===== src/rtl/bus_rr_arbiter_pkg.sv =====
// Shared types and defaults for the coherent-bus round-robin arbiter.
// Imported by the interface, the priority picker and the arbiter top.
package bus_arb_pkg;

  localparam int NCPUS_DEFAULT   = 8;
  localparam int TIMEOUT_DEFAULT = 10000;
  localparam int CPU_ID_W        = $clog2(NCPUS_DEFAULT);

  typedef enum logic [0:0] {
    IDLE    = 1'b0,
    GRANTED = 1'b1
  } arb_state_t;

  typedef logic [CPU_ID_W-1:0] cpu_id_t;

endpackage


===== src/rtl/bus_rr_arbiter_if.sv =====
// Request/grant and bus-controller handshake bundle between the L1 caches and the arbiter.
// The master modport is the arbiter's view; slave is the caches/bus-controller side.
interface bus_rr_arbiter_if import bus_arb_pkg::*; #(
  parameter int NCPUS    = NCPUS_DEFAULT,
  parameter int CPU_ID_W = $clog2(NCPUS)
) ();

  logic [NCPUS-1:0]    req;
  logic [NCPUS-1:0]    grant;
  logic                grant_valid;
  logic [CPU_ID_W-1:0] grant_id;
  logic                bus_start;
  logic                bus_done;
  logic                timeout_err;
  logic [CPU_ID_W-1:0] timeout_id;

  modport master (
    input  req, bus_done,
    output grant, grant_valid, grant_id, bus_start, timeout_err, timeout_id
  );

  modport slave (
    output req, bus_done,
    input  grant, grant_valid, grant_id, bus_start, timeout_err, timeout_id
  );

endinterface


===== src/rtl/bus_rr_arbiter_picker.sv =====
// Combinational round-robin picker: first set request scanning upward from rr_ptr,
// wrapping from NCPUS-1 back to 0.
module rr_priority_picker import bus_arb_pkg::*; #(
  parameter int NCPUS    = NCPUS_DEFAULT,
  parameter int CPU_ID_W = $clog2(NCPUS)
) (
  input  logic [NCPUS-1:0]    req,
  input  logic [CPU_ID_W-1:0] rr_ptr,
  output logic [CPU_ID_W-1:0] winner,
  output logic                any_req
);

  // Index of the i-th candidate after rr_ptr, modulo NCPUS (NCPUS need not be a power of 2).
  function automatic logic [CPU_ID_W-1:0] slot(input logic [CPU_ID_W-1:0] p, input int i);
    int s;
    s = int'(p) + i;
    if (s >= NCPUS) s = s - NCPUS;
    return CPU_ID_W'(s);
  endfunction

  always_comb begin
    // NOTE: every output gets a default before the loop so no path leaves it unassigned (no latch).
    winner  = '0;
    any_req = 1'b0;
    for (int i = 0; i < NCPUS; i++) begin
      if (!any_req && req[slot(rr_ptr, i)]) begin
        winner  = slot(rr_ptr, i);
        any_req = 1'b1;
      end
    end
  end

endmodule


===== src/rtl/bus_rr_arbiter.sv =====
// Round-robin owner selection for the coherent bus: one grant per transaction, held until
// bus_done, with a watchdog that force-releases a hung owner and records it.
module bus_rr_arbiter import bus_arb_pkg::*; #(
  parameter int NCPUS    = NCPUS_DEFAULT,
  parameter int CPU_ID_W = $clog2(NCPUS),
  parameter int TIMEOUT  = TIMEOUT_DEFAULT
) (
  input  logic              CLK,
  input  logic              RST,
  bus_rr_arbiter_if.master  bus
);

  localparam int                  WD_W      = $clog2(TIMEOUT + 1);
  localparam logic [0:0]          S_IDLE    = IDLE;
  localparam logic [0:0]          S_GRANTED = GRANTED;
  localparam logic [WD_W-1:0]     WD_FIRE   = WD_W'(TIMEOUT - 1);
  localparam logic [WD_W-1:0]     WD_MAX    = '1;
  localparam logic [CPU_ID_W-1:0] LAST_ID   = CPU_ID_W'(NCPUS - 1);
  localparam logic [NCPUS-1:0]    ONE       = NCPUS'(1);

  logic [0:0]          state;
  logic [CPU_ID_W-1:0] rr_ptr;
  logic [CPU_ID_W-1:0] winner;
  logic                any_req;
  logic [WD_W-1:0]     wd_cnt;
  logic                release_now;
  logic                wd_fire;

  rr_priority_picker #(
    .NCPUS    (NCPUS),
    .CPU_ID_W (CPU_ID_W)
  ) u_picker (
    .req     (bus.req),
    .rr_ptr  (rr_ptr),
    .winner  (winner),
    .any_req (any_req)
  );

  // bus_done takes priority over the watchdog: a transaction finishing on the last
  // allowed cycle is a normal completion, not an error.
  assign release_now = (state == S_GRANTED) && (bus.bus_done || (wd_cnt == WD_FIRE));
  assign wd_fire     = (state == S_GRANTED) && !bus.bus_done && (wd_cnt == WD_FIRE);

  // NOTE: reset is synchronous and active-high here because the bus controller shares RST.
  always_ff @(posedge CLK) begin
    if (RST) begin
      state           <= S_IDLE;
      rr_ptr          <= '0;
      wd_cnt          <= '0;
      bus.grant       <= '0;
      bus.grant_valid <= 1'b0;
      bus.grant_id    <= '0;
      bus.bus_start   <= 1'b0;
      bus.timeout_err <= 1'b0;
      bus.timeout_id  <= '0;
    end else begin
      bus.bus_start <= 1'b0;
      case (state)
        S_IDLE: begin
          wd_cnt <= '0;
          if (any_req) begin
            state           <= S_GRANTED;
            bus.grant       <= ONE << winner;
            bus.grant_valid <= 1'b1;
            bus.grant_id    <= winner;
            bus.bus_start   <= 1'b1;
          end
        end
        default: begin
          if (release_now) begin
            state           <= S_IDLE;
            wd_cnt          <= '0;
            bus.grant       <= '0;
            bus.grant_valid <= 1'b0;
            bus.grant_id    <= '0;
            rr_ptr          <= (bus.grant_id == LAST_ID) ? '0 : bus.grant_id + 1'b1;
            if (wd_fire) begin
              bus.timeout_err <= 1'b1;
              bus.timeout_id  <= bus.grant_id;
            end
          end else if (wd_cnt != WD_MAX) begin
            wd_cnt <= wd_cnt + 1'b1;
          end
        end
      endcase
    end
  end

  a_grant_onehot: assert property (@(posedge CLK) disable iff (RST) $onehot0(bus.grant));
  a_valid_match:  assert property (@(posedge CLK) disable iff (RST) bus.grant_valid == (|bus.grant));
  a_start_valid:  assert property (@(posedge CLK) disable iff (RST) bus.bus_start |-> bus.grant_valid);
  a_done_granted: assert property (@(posedge CLK) disable iff (RST) bus.bus_done |-> (state == S_GRANTED));

endmodule


===== src/flat_wrapper.sv =====
// flat-port wrapper written by rule: the top's interface ports become plain ports
module bus_rr_arbiter_flat import bus_arb_pkg::*;
#(
  parameter int NCPUS    = NCPUS_DEFAULT,
  parameter int CPU_ID_W = $clog2(NCPUS),
  parameter int TIMEOUT  = TIMEOUT_DEFAULT
)
  (CLK, RST, bus_req, bus_bus_done, bus_grant, bus_grant_valid, bus_grant_id, bus_bus_start, bus_timeout_err, bus_timeout_id);
  bus_rr_arbiter_if #(.NCPUS(NCPUS), .CPU_ID_W(CPU_ID_W)) bus_i ();
  input  logic CLK;
  input  logic RST;
  input wire logic [$bits(bus_i.req)-1:0] bus_req;
  input wire logic [$bits(bus_i.bus_done)-1:0] bus_bus_done;
  output wire logic [$bits(bus_i.grant)-1:0] bus_grant;
  output wire logic [$bits(bus_i.grant_valid)-1:0] bus_grant_valid;
  output wire logic [$bits(bus_i.grant_id)-1:0] bus_grant_id;
  output wire logic [$bits(bus_i.bus_start)-1:0] bus_bus_start;
  output wire logic [$bits(bus_i.timeout_err)-1:0] bus_timeout_err;
  output wire logic [$bits(bus_i.timeout_id)-1:0] bus_timeout_id;
  assign bus_i.req = bus_req;
  assign bus_i.bus_done = bus_bus_done;
  assign bus_grant = bus_i.grant;
  assign bus_grant_valid = bus_i.grant_valid;
  assign bus_grant_id = bus_i.grant_id;
  assign bus_bus_start = bus_i.bus_start;
  assign bus_timeout_err = bus_i.timeout_err;
  assign bus_timeout_id = bus_i.timeout_id;
  bus_rr_arbiter #(.NCPUS(NCPUS), .CPU_ID_W(CPU_ID_W), .TIMEOUT(TIMEOUT)) u_core (.CLK(CLK), .RST(RST), .bus(bus_i));
endmodule

===== config.mk =====
export PLATFORM = sky130hd
export DESIGN_NAME = bus_rr_arbiter_flat
export DESIGN_NICKNAME = d
export VERILOG_FILES = /design/src/rtl/bus_rr_arbiter_pkg.sv /design/src/rtl/bus_rr_arbiter_if.sv /design/src/rtl/bus_rr_arbiter_picker.sv /design/src/rtl/bus_rr_arbiter.sv /design/src/flat_wrapper.sv
export SDC_FILE = /design/constraint.sdc
export NUM_CORES = 1
export LEC_CHECK = 0
export BUFFER_PORTS_ARGS = -buffer_cell sky130_fd_sc_hd__buf_4
export CAP_MARGIN = 20
export CORE_ASPECT_RATIO = 1.2
export CORE_UTILIZATION = 47
export CTS_BUF_LIST = sky130_fd_sc_hd__clkbuf_16
export CTS_CLUSTER_DIAMETER = 60
export DETAILED_ROUTE_END_ITERATION = 6
export HOLD_SLACK_MARGIN = 0.03
export PLACE_DENSITY = 0.75
export REMOVE_ABC_BUFFERS = 1
export SYNTH_ARGS = -nofsm -noshare
export SYNTH_HDL_FRONTEND = slang
export SYNTH_SLANG_ARGS = --single-unit

===== constraint.sdc =====
create_clock -name CLK -period 9.4 [get_ports CLK]
set_input_delay 2.82 -clock CLK [delete_from_list [all_inputs] [get_ports CLK]]
set_output_delay 2.82 -clock CLK [all_outputs]
set_load 0.02 [all_outputs]

# Yosys cells after proc, flatten, opt, wreduce, memory -nomap -nowiden

Cells that the tools add are included.

Bits in registers: 35
Latch bits: 0
RAM bits: 0
Memory bits (read-only): 0
Bits of input ports: 11
Output and inout port bits: 17
Word-level logic and storage cells: 126
Memories kept: 0

Add/subtract/negate cells: 17
$mul: 0
Div/mod/pow operators: 0
Magnitude comparators: 16
Equality and inequality tests: 4
Shift operators: 1
Muxes and demuxes: 53
Bitwise operators: 1
Reductions and logical operators: 25

Operators with widths:

| operator                                                           | number |
|---|---|
| 2-to-1 mux 3 bit                                                   | 20 |
| < comparator 3 x 4 -> 1 bit (second input constant)                | 8 |
| greater-or-equal comparator 4 bit (second input constant)          | 7 |
| binary-select mux 1 bit (select 3 bit)                             | 8 |
| 2-to-1 mux 8 bit                                                   | 3 |
| subtractor 3 x 1 -> 3 bit (second input constant)                  | 8 |
| 2-to-1 mux 1 bit                                                   | 22 |
| adder 3 x 3 -> 4 bit (second input constant)                       | 4 |
| adder 14 x 1 -> 14 bit (second input constant)                     | 1 |
| equality test 14 bit (second input constant)                       | 1 |
| inequality test 14 bit (second input constant)                     | 1 |
| logical AND 1 bit                                                  | 10 |
| adder 3 x 2 -> 4 bit (second input constant)                       | 2 |
| zero test 1 bit                                                    | 8 |
| left shift 1 x 3 -> 8 bit (first input constant)                   | 1 |
| adder 3 x 1 -> 4 bit (second input constant)                       | 1 |
| greater-or-equal comparator 3 x 4 -> 1 bit (second input constant) | 1 |
| AND reduction 2 bit                                                | 2 |
| adder 3 x 1 -> 3 bit (second input constant)                       | 1 |
| equality test 3 bit (second input constant)                        | 1 |
| AND reduction 3 bit                                                | 1 |
| OR reduction 3 bit                                                 | 1 |
| inequality test 2 bit (second input constant)                      | 1 |
| nonzero test 2 bit                                                 | 1 |
| 3 further kinds                                                    | 3 |

# Logic depth before layout (Yosys ltp)

Depth in word-level cells: 29
Gate-level depth with buffers: 13
Depth with buffers taken out: 10

# By module

A second synthesis with hierarchy kept.

Cell total of the unflattened synthesis: 288
Area, all modules: 2626.3 µm²

Modules (own cells, without submodules):

| module             | instances | cells an instance | area an instance (µm²) | sequential area each (µm²) |
|---|---|---|---|---|
| bus_rr_arbiter     | 1         | 167               | 1545.2                 | 700.7 |
| rr_priority_picker | 1         | 121               | 1081.0                 | 0.0 |

# Worst setup path after synthesis

No wires, ideal clock.

Path type: input to register
Start point: input port bus_req[5]
End point: register u_core.bus.grant[2]
Setup time: 0.092 ns
Arrival time: 4.548 ns
Data required time: 9.308 ns
Path slack: 4.760 ns
Stages: 7
Cell sequence: mux2_4 > mux4_2 > a31oi_2 > and2_4 > a31oi_1 > or3_4 > o32ai_1

Cells in the longest elaborated chain, start to end: 27
Elaborated cells between the ends (all ways): 51

RTL lines:

| item                                   | RTL line                    | text |
|---|---|---|
| from (decl)                            | flat_wrapper.sv:12          | `input wire logic [$bits(bus_i.req)-1:0] bus_req;` |
| binary-select mux 1 bit (select 3 bit) | bus_rr_arbiter_picker.sv:26 | `if (!any_req && req[slot(rr_ptr, i)]) begin` |
| 2-to-1 mux 1 bit (not written as such) | bus_rr_arbiter_picker.sv:26 |  |
| 2-to-1 mux 1 bit                       | bus_rr_arbiter_picker.sv:26 |  |
| zero test 1 bit                        | bus_rr_arbiter_picker.sv:26 |  |
| logical AND 1 bit                      | bus_rr_arbiter_picker.sv:26 |  |
| 2-to-1 mux 1 bit                       | bus_rr_arbiter_picker.sv:26 |  |
| zero test 1 bit                        | bus_rr_arbiter_picker.sv:26 |  |
| logical AND 1 bit                      | bus_rr_arbiter_picker.sv:26 |  |
| [... 11 more ...]                      | --                          |  |
| logical AND 1 bit                      | bus_rr_arbiter_picker.sv:26 |  |
| 2-to-1 mux 1 bit                       | bus_rr_arbiter_picker.sv:26 |  |
| zero test 1 bit                        | bus_rr_arbiter_picker.sv:26 |  |
| logical AND 1 bit                      | bus_rr_arbiter_picker.sv:26 |  |
| 2-to-1 mux 3 bit                       | bus_rr_arbiter_picker.sv:26 |  |
| left shift 1 x 3 -> 8 bit              | bus_rr_arbiter.sv:63        | `bus.grant <= ONE << winner;` |
| 2-to-1 mux 8 bit                       | bus_rr_arbiter.sv:61        | `if (any_req) begin` |
| 2-to-1 mux 8 bit                       | bus_rr_arbiter.sv:58        | `case (state)` |
| to (signal assigned)                   | bus_rr_arbiter.sv:63        |  |
| to (decl)                              | bus_rr_arbiter_if.sv:19     | `output grant, grant_valid, grant_id, bus_start, timeout_err, timeout_id` |

Several ways; a longest one is shown, not always the timed one. The select of a mux whose other input is x is not followed.
A chain may end at the register's enable or synchronous reset.

# Worst setup path in the final report

Start point: input port bus_req[2]
End point: register u_core.bus.grant[2]

Same word-level chain as after synthesis.

==> results_dict.tcl <==
set metrics [dict create \
    outcome "complete, no violations" \
    yosysWarnings 0 \
    critical_path.max_stage_delay_ns 0.52 \
    cts-root-buf "clkbuf_16" \
    cap_violations 0 \
    fmax_ghz 0.207 \
    rows 28 \
    startpoint_type "input pin" \
    setup_viol 0 \
    boundaryPins 28 \
    path_cells "buf_4, mux2_2, mux4_2, o41ai_1, nor2_1, o31ai_1, nand3_1, o32ai_1" \
    timing.final.hold_violations 0 \
    dp_hpwl_mm 3.95 \
    dieArea_mm2 0.00548 \
    async_flop_share_pct 0 \
    power_density_mw_per_mm2 162 \
    slew_headroom_pct 33.0 \
    crit_path_top_delay_cell "o41ai_1" \
    path_clk_slew_ns 0.05 \
    ys_seq_elements 35 \
    worst_slew_pin_slew_ns 1.00 \
    final_antenna_net_count 0 \
    syn_avg_cell_area_um2 9.16 \
    htreeDepth 2 \
    dieWidth_um 67.7 \
    design_area_mm2 0.00279 \
    post-cts-setup-buffers 0 \
    port_buffers 27 \
    viasPerCell 6.07 \
    ys_seq_area_share_pct 28.8 \
    cts_tree "built" \
    hp-class "flip-flop to flip-flop" \
    drt_drc_violations_left 0 \
    critPathMaxFanout 7 \
    worst-setup-path-type "input pin to flip-flop" \
    grt_max_degree 23 \
    setup-tns-final_ns 0 \
    netlist_area_mm2 0.00244 \
    dpl-instance-area_mm2 0.00265 \
    slew_viol_final 0 \
    grt_overflow 0 \
    num_vias 2119 \
    crit_required_ns 9.58 \
    min_period_over_period_pct 51.3 \
    grt_pass1_wl_mm 9.23 \
    layout-drive-gt1-share_pct 21.8 \
    first_iter_violations 149 \
    grt_pass1_vias 2017 \
    wl_per_cell_um 15.6 \
    gp_congestion 0.906 \
    initial_core_util_pct 49.0 \
    drt-total-wl_mm 5.43 \
    core_area_mm2 0.00497 \
    synth_cell_types 63 \
    antenna_found_initial 0 \
    synth_edf_count 0 \
    layout_min_cycle_time_ns 4.83 \
    final_nets 304 \
    clock_path_buffers 2 \
    area_delta_synth_final_pct 14.6 \
    cts-buffers-inserted 5 \
    cp.arrival_ns 5.01 \
    worstSkewPairLatency_ns 0.28 \
    first_pass_iters 4 \
    ir_drop_mv 0.124 \
    num_antenna_cells 0 \
    fin_skew_ns 0.00491 \
    dieHeight_um 80.9 \
    synth_ff_type "dfxtp_1" \
    grt_usage_pct 21.9 \
    postCtsHoldBufs 0 \
    rsz0062_at_grt "false" \
    leakage_nw 1.05 \
    syn_inst 266 \
    post_cts_resize_count 0 \
    worst_setup_path_end_kind "flip-flop" \
    clkSinkCount 35 \
]
## worst paths after layout
kind	endpoint	cells past startpoint	slack [ns]	from
max	u_core.bus.grant[2]	8	4.57	bus_req[2]
min	u_core.bus.grant[2]	2	0.46	u_core.bus.grant[2]
max reg2reg	u_core.bus.grant[2]	9	5.17	u_core.rr_ptr[1]
min reg2reg	u_core.bus.grant[2]	2	0.46	u_core.bus.grant[2]
## cell families after synthesis
| logic type | Yosys count | synth area share (%) |
|---|---|---|
| muxes | 32 | 18.6 |
| AOI/OAI and AO/OA | 53 | 18.1 |
| DFF | 35 | 28.8 |
| and+or+nand+nor | 107 | 23.1 |
| buffers and inverters | 21 | 4.16 |
| adders and majority gates | 5 | 2.57 |
| xor gates and xnor gates | 13 | 4.67 |
## cell type report
cell class / count / area, µm²
clock inverters: 3 / 20.0
repair buffers: 27 / 203
clock buffers: 5 / 125
fillers: 459 / 2180
multi-input cells: 210 / 1630
flip-flops and latches: 35 / 701
inverters: 9 / 35.0
well taps: 60 / 75.1
## per-stage QoR
step           setup slack [ns]  util, %  std cells  hold WS, ns  total power, W
6_report                   4.57     56.1        349        0.458        0.000452
5_1_grt                    4.35     56.1        349        0.482        0.000474
4_1_cts                    4.61     56.1        349        0.462        0.000453
3_5_place_dp               4.38     53.2        341        0.453        0.000295
3_3_place_gp               4.42     53.2        341        0.452        0.000293
2_1_floorplan              4.76        -        254        0.472        0.000260
## registers in the layout, indices dropped and copies added (netlist names), 3 cells and up
signal and count:
u_core.wd_cnt 14, u_core.bus.grant_id 3, u_core.rr_ptr 3, u_core.bus.grant 8
u_core.bus.timeout_id 3
## synthesized netlist by cell type (3+ instances only)
cell type | number | area, µm²
nor2_1 | 36 | 135
dfxtp_1 | 35 | 701
mux2i_1 | 18 | 180
nand2_1 | 18 | 67.6
nand3_1 | 13 | 65.1
mux4_2 | 10 | 225
xor2_1 | 8 | 70.1
clkbuf_1 | 7 | 26.3
inv_1 | 7 | 26.3
a21oi_1 | 6 | 30.0
and3_1 | 6 | 37.5
nor3_1 | 6 | 30.0
ha_1 | 5 | 62.6
nand2b_1 | 5 | 31.3
nor2b_1 | 5 | 31.3
o21a_1 | 5 | 37.5
xnor2_1 | 5 | 43.8
a31oi_1 | 4 | 25.0
a32o_1 | 4 | 40.0
o32ai_1 | 4 | 35.0
mux2_2 | 3 | 33.8
o31a_1 | 3 | 26.3
## power breakdown
part / internal, W / switching, W / leakage (nW)
Clock: 0.0000974 / 0.0000605 / 0.0674
Combinational: 0.0000581 / 0.0000697 / 0.699
Sequential: 0.000155 / 0.0000106 / 0.284
Total: 0.000311 / 0.000141 / 1.05
## critical path: cells and delay by family
family / cells / cell delay, ns
AND/OR/NAND/NOR: 2 / 0.32
buffers and inverters: 1 / 0.14
multiplexers: 2 / 0.78
AO/OA/AOI/OAI: 3 / 0.96
## placed cells by master, fill, tap and decap left out, drive strengths merged, types with 3 or more instances in the layout
cell type   n
dfxtp      35
nor3        7
a21oi       7
mux4       10
mux2        4
nand2      18
inv         8
o31ai       3
and3        7
o31a        3
xor2        8
clkbuf      5
mux2i      18
nand3      13
buf        27
a32o        4
ha          5
a31oi       5
nor2       36
or3         3
nand2b      5
o32ai       4
nor2b       5
and2        3
o21a        5
o21ai       4
clkinv      3
xnor2       5
## metal layers
metal	wire (µm)	vias to the layer above	GRT usage, %
li1	-	1037	-
met1	2290	1022	26.6
met2	2830	50	37.4
met3	223	10	5.06
met4	82	0	7.02
met5	0	-	0
Power figures use the tool's default switching activity.
